$ cat config.mk
export PLATFORM = sky130hd
export DESIGN_NAME = seq_detector_p
export DESIGN_NICKNAME = d
export VERILOG_FILES = /design/src/rtl/seq_det_pkg.sv /design/src/rtl/seq_window.sv /design/src/rtl/seq_detector_p.sv
export SDC_FILE = /design/constraint.sdc
export NUM_CORES = 1
export LEC_CHECK = 0
export ABC_AREA = 1
export BUFFER_PORTS_ARGS = -buffer_cell sky130_fd_sc_hd__buf_2
export CAP_MARGIN = 40
export CORE_AREA = 10 10 47 49
export CTS_CLUSTER_DIAMETER = 60
export DETAILED_ROUTE_END_ITERATION = 6
export DIE_AREA = 0 0 57 59
export SKIP_CTS_REPAIR_TIMING = 1
export SLEW_MARGIN = 20
export SYNTH_ARGS = -nofsm -noshare
export SYNTH_HDL_FRONTEND = slang
export SYNTH_SLANG_ARGS = --single-unit
$ cat constraint.sdc
create_clock -name clk -period 1.5 [get_ports clk]
set_input_delay 0.3 -clock clk [delete_from_list [all_inputs] [get_ports clk]]
set_output_delay 0.3 -clock clk [all_outputs]
set_load 0.005 [all_outputs]
$ cat src/rtl/seq_det_pkg.sv
// Shared definitions for the parametrised serial pattern detector.
package seq_det_pkg;

  localparam int         CNT_W     = 8;
  localparam int         DEF_PAT_W = 4;
  localparam logic [3:0] DEF_PAT   = 4'b1101;

  // Width needed to hold a count from 0 up to and including pat_w.
  function automatic int fill_width(input int pat_w);
    return $clog2(pat_w + 1);
  endfunction

endpackage

$ cat src/rtl/seq_window.sv
// Sliding window of recent valid bits with a saturating fill count.
// Presents the candidate word (history plus incoming bit) to the comparator.
module seq_window
  import seq_det_pkg::*;
#(
  parameter int PAT_W = DEF_PAT_W
) (
  input  logic             clk,
  input  logic             reset,
  input  logic             clear,
  input  logic             shift,
  input  logic             in,
  output logic [PAT_W-1:0] cand,
  output logic             primed,
  output logic             full
);

  localparam int FW = fill_width(PAT_W);

  // Only the newest PAT_W-1 bits are kept: the oldest bit of a full window
  // is shifted out by the incoming bit before it could ever be compared.
  logic [PAT_W-2:0] hist_reg;
  logic [FW-1:0]    fill_reg;

  assign cand   = {hist_reg, in};
  assign primed = (fill_reg >= FW'(PAT_W - 1));
  assign full   = (fill_reg == FW'(PAT_W));

  always_ff @(posedge clk) begin
    if (reset || clear) begin
      hist_reg <= '0;
      fill_reg <= '0;
    end else if (shift) begin
      hist_reg <= cand[PAT_W-2:0];
      if (!full) begin
        fill_reg <= fill_reg + 1'b1;
      end
    end
  end

endmodule

$ cat src/rtl/seq_detector_p.sv
// Serial pattern detector with a runtime-loadable pattern and overlap option.
// Define SEQ_DETECTOR_P_MATCH_CNT_EN to add the saturating match_cnt output.
module seq_detector_p
  import seq_det_pkg::*;
#(
  parameter int               PAT_W       = DEF_PAT_W,
  parameter logic [PAT_W-1:0] DEFAULT_PAT = PAT_W'(DEF_PAT),
  parameter bit               OVERLAP     = 1'b1
) (
  input  logic             clk,
  input  logic             reset,
  input  logic             in,
  input  logic             in_valid,
  input  logic             pat_load,
  input  logic [PAT_W-1:0] pat_in,
  output logic             out,
  output logic             busy_fill
`ifdef SEQ_DETECTOR_P_MATCH_CNT_EN
  ,
  output logic [CNT_W-1:0] match_cnt
`endif
);

  logic [PAT_W-1:0] pattern_reg;
  logic             out_reg;
  logic [PAT_W-1:0] cand;
  logic             primed;
  logic             full;
  logic             win_shift;
  logic             win_clear;
  logic             hit;

  // A load in the same cycle as a valid bit discards that bit.
  assign win_shift = in_valid && !pat_load;
  assign hit       = win_shift && primed && (cand == pattern_reg);
  assign win_clear = pat_load || (hit && !OVERLAP);

  seq_window #(
    .PAT_W(PAT_W)
  ) u_window (
    .clk   (clk),
    .reset (reset),
    .clear (win_clear),
    .shift (win_shift),
    .in    (in),
    .cand  (cand),
    .primed(primed),
    .full  (full)
  );

  always_ff @(posedge clk) begin
    if (reset) begin
      pattern_reg <= DEFAULT_PAT;
      out_reg     <= 1'b0;
    end else if (pat_load) begin
      pattern_reg <= pat_in;
      out_reg     <= 1'b0;
    end else begin
      out_reg     <= hit;
    end
  end

  assign out       = out_reg;
  assign busy_fill = !full;

`ifdef SEQ_DETECTOR_P_MATCH_CNT_EN
  logic [CNT_W-1:0] match_cnt_reg;

  always_ff @(posedge clk) begin
    if (reset) begin
      match_cnt_reg <= '0;
    end else if (hit && (match_cnt_reg != {CNT_W{1'b1}})) begin
      match_cnt_reg <= match_cnt_reg + 1'b1;
    end
  end

  assign match_cnt = match_cnt_reg;
`endif

endmodule

==> results of run 1 <==
-- area by class of cell --
| type | count | area [um2] | area share, % |
|---|---|---|---|
| Tap cell | 16 | 20.02 | 3.083 |
| Inverter | 14 | 52.55 | 8.092 |
| Timing Repair Buffer | 10 | 50.05 | 7.707 |
| Multi-Input combinational cell | 52 | 277.8 | 42.77 |
| Sequential cell | 11 | 222.7 | 34.30 |
| Clock buffer | 4 | 26.28 | 4.046 |
-- cell usage after synthesis --
cell type | instances | share of area [%]
nand2_1 | 20 | 13
inv_1 | 13 | 8.7
dfxtp_1 | 11 | 39
nor2_1 | 9 | 6.0
a21oi_1 | 7 | 6.2
o21ai_0 | 6 | 5.3
ha_1 | 3 | 6.7
and2_4 | 1 | 1.6
buf_6 | 1 | 2.0
inv_2 | 1 | 0.67
nand3_1 | 1 | 0.89
nand3b_1 | 1 | 1.3
nand4_1 | 1 | 1.1
nor2_4 | 1 | 2.0
nor2_8 | 1 | 3.6
o21a_1 | 1 | 1.3
-- through the flow --
stage          power, mW  utilization, %  hold WS [ns]
2_1_floorplan     0.3748               -        0.3724
3_5_place_dp      0.3988           44.29        0.4738
4_1_cts           0.6055           46.16        0.2344
6_report          0.5968           46.34        0.2404
3_3_place_gp      0.3975           44.29        0.4679
5_1_grt           0.6285           46.34        0.2455
-- worst max path at each step --
stage	startpoint	endpoint	slack, ns	depth (start not counted)
2_1_floorplan	u_window.fill_reg[0]	u_window.fill_reg[2]	0.41	7
3_3_place_gp	u_window.fill_reg[0]	busy_fill	0.34	4
3_5_place_dp	u_window.fill_reg[0]	busy_fill	0.33	4
4_1_cts	u_window.fill_reg[0]	busy_fill	0.03	4
5_1_grt	u_window.fill_reg[0]	busy_fill	0.02	4
6_report	u_window.fill_reg[0]	busy_fill	0.09	4
-- routing by layer --
| metal | up-vias | GRT usage, % | share of wire [%] |
|---|---|---|---|
| met5 | - | 0 | 0 |
| li1 | 268 | - | - |
| met2 | 11 | 11.47 | 46 |
| met3 | 4 | 2.575 | 6.4 |
| met4 | 0 | 6.376 | 1.8 |
| met1 | 198 | 6.851 | 46 |
-- critical path: stages (launching register included) --
cell and delay (ns):
dfxtp_2 0.36, inv_1 0.05, ha_1 0.18, nand2_1 0.12, buf_2 0.13
-- logic make-up (layout without fill, tap and decap cells) --
kind of cell               Yosys count  in the layout  synth area share, %
AOI/OAI and AO/OA                   14             14                12.92
adders and majority gates            3              3                6.682
DFF                                 11             11                39.20
and+or+nand+nor                     35             35                29.84
buffers and inverters               15             28                11.36
-- power groups by stage --
stage                     logic, mW  registers, mW  clock network (mW)
after floorplan              0.0553          0.319                   0
after global placement       0.0763          0.321                   0
after detailed placement     0.0771          0.322                   0
after CTS                    0.0776          0.315               0.213
after global routing         0.0886          0.317               0.223
final                        0.0761          0.315               0.205
==> out/results.ini, run 1 <==
[outcome]
run_status=completed

[die]
die_area_mm2=0.003363
core_area_mm2=0.001401
initial_utilization_pct=40.09
num_io_pins=11
num_rows=14
die_h_um=59
die_w_um=57

[cts]
path_clk_slew_ns=0.07
numCtsBuffers=3
cts.sinks=11
clock_latency_ns=0.27
tritoncts=built
cts_buffer_depth=2
cts_root_buf=clkbuf_4
cts_htree_levels=1

[final_layout]
largest_reg_flops=4
n_antenna_cell=0
fin_cells=107
fin_area_um2=649.4
layout.cells.most_common=nand2_1
final_layout_size_suffix_gt1_share_pct=20.88
nets=104
mostFrequentLayoutCells=20 x nand2_1, 13 x inv_1, 10 x buf_2
n_fill_cell=154
area_growth_pct=15.59

[timing]
layout_setup_ws_ns=0.08950
setup_violations=0
skew_ns=0.002469
period_needed_ns=1.410
slew_violations=0
rsz0062_at_grt=no
tightest_slew_ns=0.2544
relSlewSlack_pct=83.04
finalSetupTns_ns=0
post-route-period-util_pct=94.03
fmax_mhz=709.0
hold_violations=0

[pwr]
p_int_mw=0.4410
comb_power_share_pct=12.7
swShare_pct=26.11
p_leak_nw=0.3275
p_seq_share_pct=52.8
powerDensity_mw_per_mm2=919.1
p_sw_mw=0.1558
clockPowerShare_pct=34.4
irDropWorstVdd_mv=0.4085

[drt]
routed_wl_um=1110
firstDrtPassIters=4
antenna_left=0
detail_route.wl_per_cell_um=10.37
drt_iter0_markers=14
drcViolationCount=0
viasPerCell=4.495
vias=481

[grt]
grt_max_degree=11
grt_overflow=0
grt_pass1_wl_um=1876
grt_pass1_vias=494
grt_usage_pct=7.031
antenna_found_initial=0

[yosys]
syn_avg_cell_area_um2=7.202
syn_area_um2=561.8
synthDistinctLibCells=16
postSynthCellCount=78
synth_nets=90
yosysWarnings=0
ys_seq_area_share_pct=39.20
synth-seq-cells=11

[setup_path]
r2r_start=u_window.fill_reg[0]
reg2reg_depth=8
critPathCaptureType=output port
cp.required_ns=1.20
critPathLaunchType=flip-flop
crit_fanout=5
worstSetupPathType=reg -> out
arrival_ns=1.11
rr_endpoint=out
r2r_slack_ns=0.39

[placement]
pre_cts_ws_ns=0.3323
dp_cells=103
dpl_cell_area_um2=620.6
dpl.hpwl_um=872.6
place_congestion=0.7795
io_buffer_count=10

[min_path]
worstHoldStart=pat_in[3]
hold_end=pattern_reg[3]
hold_path.class=in -> reg
whs_path_depth=3

[run]
maxCapViolCount=0

(Power assumes the default switching activity.)
==> run 2, diff against run 1 <==
Settings changed: GPL_TIMING_DRIVEN from default to 0.
==> out/results.ini, run 2 (same netlist as run 1, synthesis figures left out) <==
[die]
initial_utilization_pct=40.09  ; unchanged
die_w_um=57  ; unchanged
die_h_um=59  ; unchanged
num_io_pins=11  ; unchanged
die_area_mm2=0.003363  ; unchanged
num_rows=14  ; unchanged
core_area_mm2=0.001401  ; unchanged

[final_layout]
area_growth_pct=17.15
n_antenna_cell=0  ; unchanged
layout.cells.most_common=nand2_1
largest_reg_flops=4  ; unchanged
fin_area_um2=658.1  ; +1.3%
final_layout_size_suffix_gt1_share_pct=21.98  ; +1.1 points
nets=104  ; unchanged
n_fill_cell=151  ; -1.9%
mostFrequentLayoutCells=19 x nand2_1, 13 x inv_1, 9 x nor2_1, 9 x buf_2, 9 x dfxtp_1

[placement]
dpl.hpwl_um=859  ; -1.6%
dpl_cell_area_um2=626.9  ; +1.0%
io_buffer_count=9  ; -1
place_congestion=0.7625  ; -2.2%

[grt]
use_met3_pct=3.219  ; +0.64 points
grt_overflow=0  ; unchanged
grt_busiest_layer=met2
grt_usage_pct=6.916  ; -0.12 points
grt_pass1_wl_um=1869  ; -0.37%
grtUsageMet1_pct=7.134  ; +0.28 points
antenna_found_initial=0  ; unchanged
grtUsageMet2_pct=10.70  ; -0.78 points
grt_max_degree=11  ; unchanged
grt_pass1_vias=504  ; +2.0%

[cts]
numCtsBuffers=3  ; unchanged
path_clk_slew_ns=0.07  ; about the same
cts_htree_levels=1  ; unchanged
cts_buffer_depth=2  ; unchanged
tritoncts=built
cts.sinks=11  ; unchanged
clock_latency_ns=0.27  ; about the same
cts_root_buf=clkbuf_4

[drt]
drt_iter0_markers=4  ; -10
viasPerCell=4.720  ; +5.0%
vias=505  ; +5.0%
antenna_left=0  ; unchanged
routed_wl_um=1090  ; -1.8%
detail_route.wl_per_cell_um=10.19  ; -1.8%
firstDrtPassIters=4  ; unchanged
drcViolationCount=0  ; unchanged

[setup_path]
max_stage_delay_ns=0.36  ; about the same
critPathCaptureType=output port
crit_path_top_delay_cell=dfxtp_2
critPathLaunchType=flip-flop
path_buf_inv=2  ; unchanged
cp_top_family=flip-flops
cp.required_ns=1.20  ; about the same
worstSetupPathType=reg -> out
worstPathCellList=inv_1, ha_1, nand2_2, buf_2
arrival_ns=1.08  ; -0.03 ns
crit_fanout=5  ; unchanged

[timing]
hold_violations=0  ; unchanged
relSlewSlack_pct=87.72  ; +4.7 points
skew_ns=0.004604  ; +0.002135 ns
fmax_mhz=725.6  ; +2.3%
tightest_slew_ns=0.1838  ; -0.07062 ns
finalSetupTns_ns=0  ; unchanged
period_needed_ns=1.378  ; -0.03229 ns
rsz0062_at_grt=no
slew_violations=0  ; unchanged
setup_violations=0  ; unchanged
post-route-period-util_pct=91.88  ; -2.2 points

[pwr]
comb_power_share_pct=13.3  ; +0.6 points
p_sw_mw=0.1547  ; -0.74%
p_seq_share_pct=52.7  ; about the same
powerDensity_mw_per_mm2=908.6  ; -1.1%
p_leak_nw=0.3300  ; +0.78%
irDropWorstVdd_mv=0.4852  ; +19%
swShare_pct=25.87  ; -0.24 points
clockPowerShare_pct=34.0  ; -0.4 points
p_int_mw=0.4433  ; +0.52%
power.total_mw=0.5980  ; +0.19%

[min_path]
hold_path.class=in -> reg

[run]
maxCapViolCount=0  ; unchanged

[outcome]
run_status=completed

[run 2: final cells by class]
| type | count | area, um2 | area share [%] |
|---|---|---|---|
| Multi-Input combinational cell | 52 | 280.3 | 42.59 |
| Sequential cell | 11 | 222.7 | 33.84 |
| Inverter | 14 | 52.55 | 7.985 |
| Timing Repair Buffer | 9 | 45.04 | 6.844 |
| Clock buffer | 4 | 26.28 | 3.992 |
| Tap cell | 16 | 20.02 | 3.042 |
| Buffer | 1 | 11.26 | 1.711 |
[run 2: worst reg2reg max path, stage by stage, from the launching register on]
cell     delay (ns)
dfxtp_2        0.34
ha_1           0.20
ha_1           0.18
nor2_1         0.08
nand2_1        0.06
nand2_1        0.06
inv_1          0.03
nand2_1        0.05
nor2_1         0.03
[run 2: through the flow]
stage | setup slack, ns | instances | hold slack (ns) | utilization [%]
after global placement | 0.3264 | 103 | 0.4650 | 44.73
after detailed placement | 0.3133 | 103 | 0.4714 | 44.73
after global routing | 0.03620 | 107 | 0.2467 | 46.96
after CTS | 0.01586 | 107 | 0.2388 | 46.61
final | 0.1218 | 107 | 0.2460 | 46.96
after floorplan | 0.4126 | 78 | 0.3724 | -
[run 2: path summary, 6_finish.rpt]
kind	start	end	slack [ns]	depth (start not counted)
worst min register to register	pattern_reg[3]	pattern_reg[3]	0.48	2
worst max-delay path	u_window.fill_reg[0]	busy_fill	0.12	4
worst min-delay path	pat_in[0]	pattern_reg[0]	0.25	3
worst max register to register	u_window.fill_reg[0]	out	0.37	8
[run 2: routing by layer]
layer	up-vias	part of all wire [%]
met1	223	47
met2	11	45
met3	4	6.1
li1	267	-
met4	0	1.4
met5	-	0
[run 2: power groups by stage]
stage | logic [mW] | clock network [mW] | registers, mW
6_report | 0.0793 | 0.203 | 0.315
5_1_grt | 0.0898 | 0.227 | 0.318
4_1_cts | 0.0796 | 0.212 | 0.315
3_5_place_dp | 0.0791 | 0 | 0.322
3_3_place_gp | 0.0770 | 0 | 0.321
2_1_floorplan | 0.0553 | 0 | 0.319
